<file path="config.mk">
export PLATFORM = sky130hd
export DESIGN_NAME = muldiv_unit
export DESIGN_NICKNAME = d
export VERILOG_FILES = /design/src/rtl/muldiv_unit.sv
export SDC_FILE = /design/constraint.sdc
export NUM_CORES = 1
export LEC_CHECK = 0
export BUFFER_PORTS_ARGS = -buffer_cell sky130_fd_sc_hd__buf_2
export CORE_UTILIZATION = 41
export CTS_BUF_LIST = sky130_fd_sc_hd__clkbuf_8
export DETAILED_ROUTE_END_ITERATION = 8
export PLACE_DENSITY = 0.59
export SETUP_SLACK_MARGIN = 0.4
export SYNTH_ARGS = -nofsm -noshare
export SYNTH_HDL_FRONTEND = slang
export SYNTH_SLANG_ARGS = --single-unit
</file>
<file path="constraint.sdc">
create_clock -name clk -period 5.4 [get_ports clk]
set_input_delay 0.27 -clock clk [delete_from_list [all_inputs] [get_ports clk]]
set_output_delay 0.27 -clock clk [all_outputs]
set_load 0.01 [all_outputs]
</file>
<file path="src/rtl/muldiv_unit.sv">
// Iterative RV32M multiply/divide unit: one shift-add or restoring-divide step per cycle,
// with divide-by-zero and signed-overflow cases resolved at accept time.
module muldiv_unit #(
  parameter int XLEN = 32
) (
  input  logic            clk,
  input  logic            rst,
  input  logic            start,
  input  logic [2:0]      funct3,
  input  logic [XLEN-1:0] op_a,
  input  logic [XLEN-1:0] op_b,
  input  logic [4:0]      rd_in,
  output logic            busy,
  output logic            done,
  output logic [XLEN-1:0] result,
  output logic [4:0]      rd_out,
  output logic            wb_en
);
  localparam int CW = $clog2(XLEN) + 1;
  localparam logic [XLEN-1:0] SMIN = {1'b1, {(XLEN-1){1'b0}}};

  typedef enum logic [1:0] {S_IDLE, S_CALC, S_DONE} state_e;

  state_e            state_q, state_d;
  logic [CW-1:0]     cnt_q, cnt_d;
  logic [2*XLEN-1:0] acc_q, acc_d;
  logic [XLEN-1:0]   b_q, b_d;
  logic [2:0]        fn_q, fn_d;
  logic              neg_q, neg_d;
  logic [4:0]        rd_lat_q, rd_lat_d;
  logic [4:0]        rd_out_q, rd_out_d;
  logic [XLEN-1:0]   result_q, result_d;

  // Accept-time operand conditioning
  logic            a_sgn, b_sgn, is_rem_in, neg_in, div_zero, div_ovf, special;
  logic [XLEN-1:0] a_abs, b_abs, special_res;

  always_comb begin
    a_sgn       = op_a[XLEN-1] & (funct3 inside {3'b001, 3'b010, 3'b100, 3'b110});
    b_sgn       = op_b[XLEN-1] & (funct3 inside {3'b001, 3'b100, 3'b110});
    a_abs       = a_sgn ? -op_a : op_a;
    b_abs       = b_sgn ? -op_b : op_b;
    is_rem_in   = funct3[2] & funct3[1];
    // Remainder follows the dividend's sign; quotient/product follow the sign xor.
    neg_in      = is_rem_in ? a_sgn : (a_sgn ^ b_sgn);
    div_zero    = funct3[2] && (op_b == '0);
    div_ovf     = funct3[2] && !funct3[0] && (op_a == SMIN) && (op_b == '1);
    special     = div_zero || div_ovf;
    special_res = '0;
    if (div_zero)     special_res = funct3[1] ? op_a : '1;
    else if (div_ovf) special_res = funct3[1] ? '0 : SMIN;
  end

  // One iteration; acc holds {hi,lo}: product/multiplier for MUL, remainder/quotient for DIV
  logic [XLEN:0]     mul_sum, div_trial;
  logic [2*XLEN-1:0] mul_next, div_next, step, prod_s;
  logic [XLEN-1:0]   mul_res, div_res, quo, rem;

  always_comb begin
    mul_sum   = {1'b0, acc_q[2*XLEN-1:XLEN]} + (acc_q[0] ? {1'b0, b_q} : '0);
    mul_next  = {mul_sum, acc_q[XLEN-1:1]};
    div_trial = acc_q[2*XLEN-1:XLEN-1] - {1'b0, b_q};
    div_next  = div_trial[XLEN] ? {acc_q[2*XLEN-2:0], 1'b0}
                                : {div_trial[XLEN-1:0], acc_q[XLEN-2:0], 1'b1};
    step      = fn_q[2] ? div_next : mul_next;
    prod_s    = neg_q ? -step : step;
    mul_res   = (fn_q[1:0] == 2'b00) ? prod_s[XLEN-1:0] : prod_s[2*XLEN-1:XLEN];
    quo       = step[XLEN-1:0];
    rem       = step[2*XLEN-1:XLEN];
    div_res   = fn_q[1] ? (neg_q ? -rem : rem) : (neg_q ? -quo : quo);
  end

  always_comb begin
    state_d  = state_q;
    cnt_d    = cnt_q;
    acc_d    = acc_q;
    b_d      = b_q;
    fn_d     = fn_q;
    neg_d    = neg_q;
    rd_lat_d = rd_lat_q;
    rd_out_d = rd_out_q;
    result_d = result_q;
    unique case (state_q)
      S_IDLE: if (start) begin
        fn_d     = funct3;
        b_d      = b_abs;
        neg_d    = neg_in;
        rd_lat_d = rd_in;
        cnt_d    = '0;
        acc_d    = {{XLEN{1'b0}}, a_abs};
        if (special) begin
          state_d  = S_DONE;
          result_d = special_res;
          rd_out_d = rd_in;
        end else begin
          state_d  = S_CALC;
        end
      end
      S_CALC: begin
        acc_d = step;
        cnt_d = cnt_q + CW'(1);
        if (cnt_q == CW'(XLEN-1)) begin
          state_d  = S_DONE;
          result_d = fn_q[2] ? div_res : mul_res;
          rd_out_d = rd_lat_q;
        end
      end
      S_DONE:  state_d = S_IDLE;
      default: state_d = S_IDLE;
    endcase
  end

  always_ff @(posedge clk) begin
    if (rst) begin
      state_q  <= S_IDLE;
      cnt_q    <= '0;
      acc_q    <= '0;
      b_q      <= '0;
      fn_q     <= '0;
      neg_q    <= 1'b0;
      rd_lat_q <= '0;
      rd_out_q <= '0;
      result_q <= '0;
    end else begin
      state_q  <= state_d;
      cnt_q    <= cnt_d;
      acc_q    <= acc_d;
      b_q      <= b_d;
      fn_q     <= fn_d;
      neg_q    <= neg_d;
      rd_lat_q <= rd_lat_d;
      rd_out_q <= rd_out_d;
      result_q <= result_d;
    end
  end

  assign busy   = (state_q != S_IDLE);
  assign done   = (state_q == S_DONE);
  assign result = result_q;
  assign rd_out = rd_out_q;
  assign wb_en  = done && (rd_out_q != '0);

endmodule
</file>
==> After elaboration in Yosys (flattened, before gate mapping) <==
Index checks and enable logic that the tools add are counted.
{ "classes": {"eq_ne": 12, "muxes": 32, "n_bitwise": 4, "add_sub_neg": 8, "n_reduce_logical": 19} }
{ "op_table": {"columns": ["op", "n"], "rows": [
  ["two-way mux 32 bit", 15],
  ["two-way mux 64 bit", 4],
  ["negator 32 bit", 4],
  ["case mux 64 bit (2 select lines)", 1],
  ["equality test 32 bit, second input constant", 2],
  ["negator 64 bit", 1],
  ["case mux 32 bit (2 select lines)", 1],
  ["adder 32 x 32 -> 33 bit", 1],
  ["subtractor 33 x 32 -> 33 bit", 1],
  ["zero test 32 bit", 1],
  ["two-way mux 5 bit", 3],
  ["case mux 6 bit (2 select lines)", 1],
  ["case mux 5 bit (2 select lines)", 1],
  ["adder 6 x 1 -> 6 bit, second input constant", 1],
  ["equality test 3 bit, second input constant", 2],
  ["equality test 6 x 5 -> 1 bit, second input constant", 1],
  ["two-way mux 2 bit", 3],
  ["two-way mux 6 bit", 1],
  ["inequality test 2 bit, second input constant", 3],
  ["AND reduction 2 bit", 3],
  ["logical AND 1 bit", 5],
  ["nonzero test 5 bit", 1],
  ["zero test 2 bit", 2],
  ["case mux 2 bit (2 select lines)", 1],
  ["other kinds (13)", 16]
]} }
{ "word_totals": {"output_inout_bits": 40, "wordCells": 84, "reg_bits": 150} }

==> Depth between registers and ports, before layout <==
{ "depth": {"word_depth": 9, "ltp_mapped": 25, "ltp_nobuf": 23} }

==> Worst setup path before layout <==
OpenSTA, ideal clock, no wires.
{ "synth_path": {"path_type": "flip-flop to flip-flop", "startpoint": "reg b_q[9]", "endpoint": "reg result_q[26], in the netlist result[26]", "t_required_ns": 5.258, "setup_time_ns": 0.142, "setup_slack_ns": -0.253, "path_buffers": 2, "arrival_time_ns": 5.511, "period_less_slack_ns": 5.653, "path_stages_with_launch": 24, "cell_sequence": "dfxtp_1 -> inv_1 -> ha_1 -> buf_2 -> nand4_2 -> or3_4 -> a2111o_1 -> a21oi_4 -> o21a_4 -> nor2_4 -> nor2_1 -> ha_1 -> o2111ai_1 -> nor4b_2 -> or3b_1 -> clkbuf_1 -> or2_0 -> nand2_1 -> and4bb_2 -> or4b_1 -> or4_1 -> a21oi_1 -> a2111o_1 -> a311oi_1"} }
{ "synth_via": {"elab_chain_cells": 9, "elab_cells_between_ends": 16} }
{ "synth_rtl": {"columns": ["element", "line", "rtl"], "rows": [
  ["start, declared", "27", "logic [XLEN-1:0] b_q, b_d;"],
  ["start signal, assigned", "118", "b_q <= '0;"],
  ["start signal, assigned", "128", "b_q <= b_d;"],
  ["subtractor 33 x 32 -> 33 bit or two-way mux 32 bit (tied branches)", "62, 60", null],
  ["two-way mux 64 bit or adder 32 x 32 -> 33 bit (tied branches)", "63, 60", null],
  ["two-way mux 64 bit *", "65", "step = fn_q[2] ? div_next : mul_next;"],
  ["negator 64 bit or negator 32 bit (tied branches)", "66, 70", null],
  ["two-way mux 64 bit or two-way mux 32 bit (tied branches)", "66, 70", null],
  ["two-way mux 32 bit, on equally long branches", "67, 70", null],
  ["two-way mux 32 bit *", "104", "result_d = fn_q[2] ? div_res : mul_res;"],
  ["two-way mux 32 bit *", "102", "if (cnt_q == CW'(XLEN-1)) begin"],
  ["case mux 32 bit (2 select lines) *", "83", "unique case (state_q)"],
  ["end signal, assigned", "133", "result_q <= result_d;"],
  ["end, declared", "32", "logic [XLEN-1:0] result_q, result_d;"]
]} }
Every way passes the cells marked *; elsewhere a longest branch is shown, timed or not. The select of a mux whose other input is x is not followed.
A chain may end at the register's enable or synchronous reset.

==> Worst setup path in the final report <==
{ "layout_path": {"startpoint": "reg acc_q[31]", "endpoint": "reg result_q[26], in the netlist result[26]"} }
{ "layout_via": {"elab_chain_cells": 9, "elab_cells_between_ends": 14} }
{ "layout_rtl": {"columns": ["element", "line", "rtl"], "rows": [
  ["start, declared", "26", "logic [2*XLEN-1:0] acc_q, acc_d;"],
  ["start signal, assigned", "117", "acc_q <= '0;"],
  ["start signal, assigned", "127", "acc_q <= acc_d;"],
  ["subtractor 33 x 32 -> 33 bit", "62", "div_trial = acc_q[2*XLEN-1:XLEN-1] - {1'b0, b_q};"],
  ["two-way mux 64 bit", "63", "div_next = div_trial[XLEN] ? {acc_q[2*XLEN-2:0], 1'b0}"],
  ["two-way mux 64 bit *", "65", null],
  ["negator 64 bit or negator 32 bit (tied branches)", "66, 70", null],
  ["two-way mux 64 bit or two-way mux 32 bit (tied branches)", "66, 70", null],
  ["two-way mux 32 bit, on equally long branches", "67, 70", null],
  ["two-way mux 32 bit *", "104", null],
  ["two-way mux 32 bit *", "102", null],
  ["case mux 32 bit (2 select lines) *", "83", null]
]} }
Marked as above.

==> metrics <==
status=finished clean; Avg WL per Cell=roughly 22 um; cell row count=71; adder-cell share of the synthesized area=0.0583; Hold Path End=fn_q[2]$_SDFFE_PP0P_; Hold Path Stages=3; Hold Vio Cnt, Final=0; Crit Path Category=reg2reg; Vias/cell=6.26; Post-route DRC=0; min cycle time layout=5.35 ns; DP HPWL=49,700 um; Cell Chain, Critical Path=inv_2, ha_4, inv_2, fa_2, a211oi_2, or3_4, a2111o_1, a21oi_4, o21a_4, nor2_4, nor2_4, ha_4, o2111ai_4, nor4b_4, or3b_4, or2_1, nand2_1, and4bb_2, or4b_4, or4_4, a21oi_2, a2111o_1, a311oi_1; CTS tree=built; Compound-Gate Fraction of Synth Area=0.308; fin crit share=0.991; Logic pwr share=0.485; Mapped Area=roughly 0.016 mm^2; grt ovf=0; initial antenna violation count=1; Layout area overhead=21.1%; Finished Layout Cells=2,957; Slowest-stage cell, CP=or4b_4; clk_lat worst skew=0.52 ns; main combinational cell family by area after synthesis=compound AO/OA/AOI/OAI gates; Critical Path Fanout Max=3; Sw Share=0.441; Setup crit end kind=flop; RSZ-0062 raised after global routing=yes; Crit path required time=about 5.8 ns; Hold Crit Class=in2reg; Peak supply drop=238 uV; # IOs=115; Die ar.=0.0391 mm^2; reg2reg setup slack=0.05 ns; number of global-route vias before repair=17,000; Simple-Gate Fraction of Synth Area=0.261; Cells after DPL=2,896; Buffers on Ports=about 110; Final Setup Violations=0; core area=0.0377 mm^2; slowest stage delay, CP=0.49 ns; Mean Syn Cell Area=roughly 7.1 um^2; CP startpoint=acc_q[31]$_SDFFE_PP0P_; leakage=7.30 nW; mux contribution to synthesized area=0.0348; Setup TNS=0 ns; Final nets=2,580; Final Slew Violations=0; area post-placement=around 0.018 mm^2; number of synthesized flops with an enable pin=0; Int Pwr=2.39 mW; antenna-violating nets left=0; largest net degree at the start of global routing=76; Synth Area in XOR/XNOR=0.0936; Clock Path Buffers=2; H-tree Lvls=4; Final GP Congestion=0.960; final instance area=0.0190 mm^2; Synthesis Warnings=0; Slew headroom=0.132; GRT Util Overall=0.326; power per standard cell area=224 mW/mm^2; Die Wd=198 um; Highest Clock Rate=187 MHz; Worst R2R Start=acc_q[31]$_SDFFE_PP0P_; root buffer cell=clkbuf_8; Seq/Total Area, Yosys=0.191; CTS sink count=150; CP startpoint kind=flop; hold path start=funct3[2]; Main synth FF type=dfxtp_1; routed via count=approximately 19,000; syn nets=between 2,000 and 2,500; RR Endpoint=result[26]$_SDFFE_PP0P_; Psw=1.88 mW; Async S/R FF share, synth=0; Crit path arrival time=about 5.7 ns; clock skew=0.0239 ns; antenna cells=0; CTS Buf Count=17; power share of the sequential group=0.300; R2R cell count=23; Pre-Repair DR Iteration Count=6; maxcap violations=0; WL final=64,600 um; clk slew on worst S/H paths=0.11 ns; initial cell density of the core=0.417; Tot Pwr=between 4 and 5 mW; synthesized flop and latch total=150; DRT iter0 DRCs=1,864; clock power share=0.215; post-synth cell types=100; first-pass GRT wire length=98,100 um; worst slew pin tran=1.30 ns; layout cells sized above 1=0.202; Cells after Synth=2,218; Die Y-Extent=slightly below 200 um
==> state kept, by name (all words and copies together), names as in the netlist <==
name	flops
rd_out	5
neg_q	1
state_q	2
cnt_q	6
acc_q	64
fn_q	3
result	32
rd_lat_q	5
b_q	32
==> logic make-up (layout without fill, tap and decap cells) <==
kind of cell,after synthesis,after routing
compound gates,721,721
simple gates,846,846
buf+inv,209,437
mux,52,52
flops,150,150
xor+xnor,168,168
fa+ha+maj,72,72
==> what timing repair did <==
| item | CTS | global route |
|---|---|---|
| gates resized for setup | 15 | 66 |
| hold endpoints to repair | 7 | 0 |
| hold buffers | 6 | 0 |
| endpoints found under the setup margin | 16 | 21 |
| buffers inserted | 6 | 17 |
| pin swaps | 13 | 35 |
==> metrics by stage <==
step	util	hold WS, ns	worst slack [ns]
2_1_floorplan	-	0.406	-0.0745
6_report	0.506	0.0399	0.0490
4_1_cts	0.493	0.00942	0.187
3_3_place_gp	0.478	0.444	0.187
5_1_grt	0.506	0.0413	-0.0935
3_5_place_dp	0.478	0.449	0.0658
==> layer usage <==
metal,share of wire,track usage,vias up
li1,-,-,8653
met1,0.45,0.446,8901
met2,0.44,0.500,844
met3,0.084,0.0620,117
met4,0.035,0.130,0
met5,0,0.00766,-
==> area by class of cell <==
cell class	instances	area, um^2
Multi-Input combinational cell	1859	12400
Inverter	63	236
Fill cell	3868	18600
Sequential cell	150	3010
Timing Repair Buffer	342	2360
Tap cell	511	639
Clock inverter	14	139
Clock buffer	18	248
==> placed cells by master, fill, tap and decap left out, drive strengths merged, types with 40 or more instances in the layout <==
cell type	instances
a221oi	44
a211oi	59
a21oi	189
o21ai	159
and2	48
nor2	266
nand2	222
xor2	77
buf	336
xnor2	91
dfxtp	150
nor3	56
mux2i	40
ha	70
nand3	65
inv	68
==> synth_stat cells, drive strengths merged, types with 11 or more instances <==
| master | n | area share |
|---|---|---|
| a21oi | 189 | 0.061 |
| nand4 | 32 | 0.014 |
| a311oi | 28 | 0.016 |
| inv | 61 | 0.015 |
| nor4 | 25 | 0.0099 |
| nor2 | 266 | 0.064 |
| and3 | 16 | 0.0064 |
| o211ai | 31 | 0.015 |
| buf | 40 | 0.013 |
| o21ai | 159 | 0.051 |
| dfxtp | 150 | 0.19 |
| nand2b | 20 | 0.0080 |
| o21a | 14 | 0.0072 |
| a31oi | 35 | 0.015 |
| o41ai | 18 | 0.011 |
| o31ai | 26 | 0.013 |
| xnor2 | 91 | 0.051 |
| mux2 | 11 | 0.0079 |
| mux2i | 40 | 0.025 |
| a211oi | 59 | 0.029 |
| clkbuf | 106 | 0.025 |
| xor2 | 77 | 0.043 |
| ha | 70 | 0.056 |
| and2 | 48 | 0.019 |
| a221oi | 44 | 0.025 |
| nor3 | 56 | 0.018 |
| or3 | 28 | 0.012 |
| nor2b | 13 | 0.0052 |
| nand2 | 222 | 0.053 |
| nand3 | 65 | 0.021 |
| a21o | 23 | 0.011 |
==> worst max-delay path, delay by kind of cell (launching register included) <==
family                     cells  cell delay (ns)
and+or+nand+nor               10             2.84
AOI/OAI and AO/OA              8             1.35
adders and majority gates      3             0.54
DFF                            1             0.35
buffers and inverters          2             0.10
==> power groups by stage <==
stage	combinational (mW)	sequential, mW	clock, mW
after CTS	1.92	1.28	0.929
after global routing	2.22	1.29	0.969
final	2.07	1.28	0.919
after detailed placement	1.89	1.30	0
after floorplan	1.23	1.27	0
after global placement	1.87	1.30	0
==> how the worst max path moves through the flow <==
stage	end	depth (start not counted)
after global placement	result[26]$_SDFFE_PP0P_	23
after detailed placement	result[26]$_SDFFE_PP0P_	23
final	result[26]$_SDFFE_PP0P_	23
after CTS	result[26]$_SDFFE_PP0P_	23
after floorplan	result[26]$_SDFFE_PP0P_	23
after global routing	result[26]$_SDFFE_PP0P_	23
(Power assumes the default switching activity.)
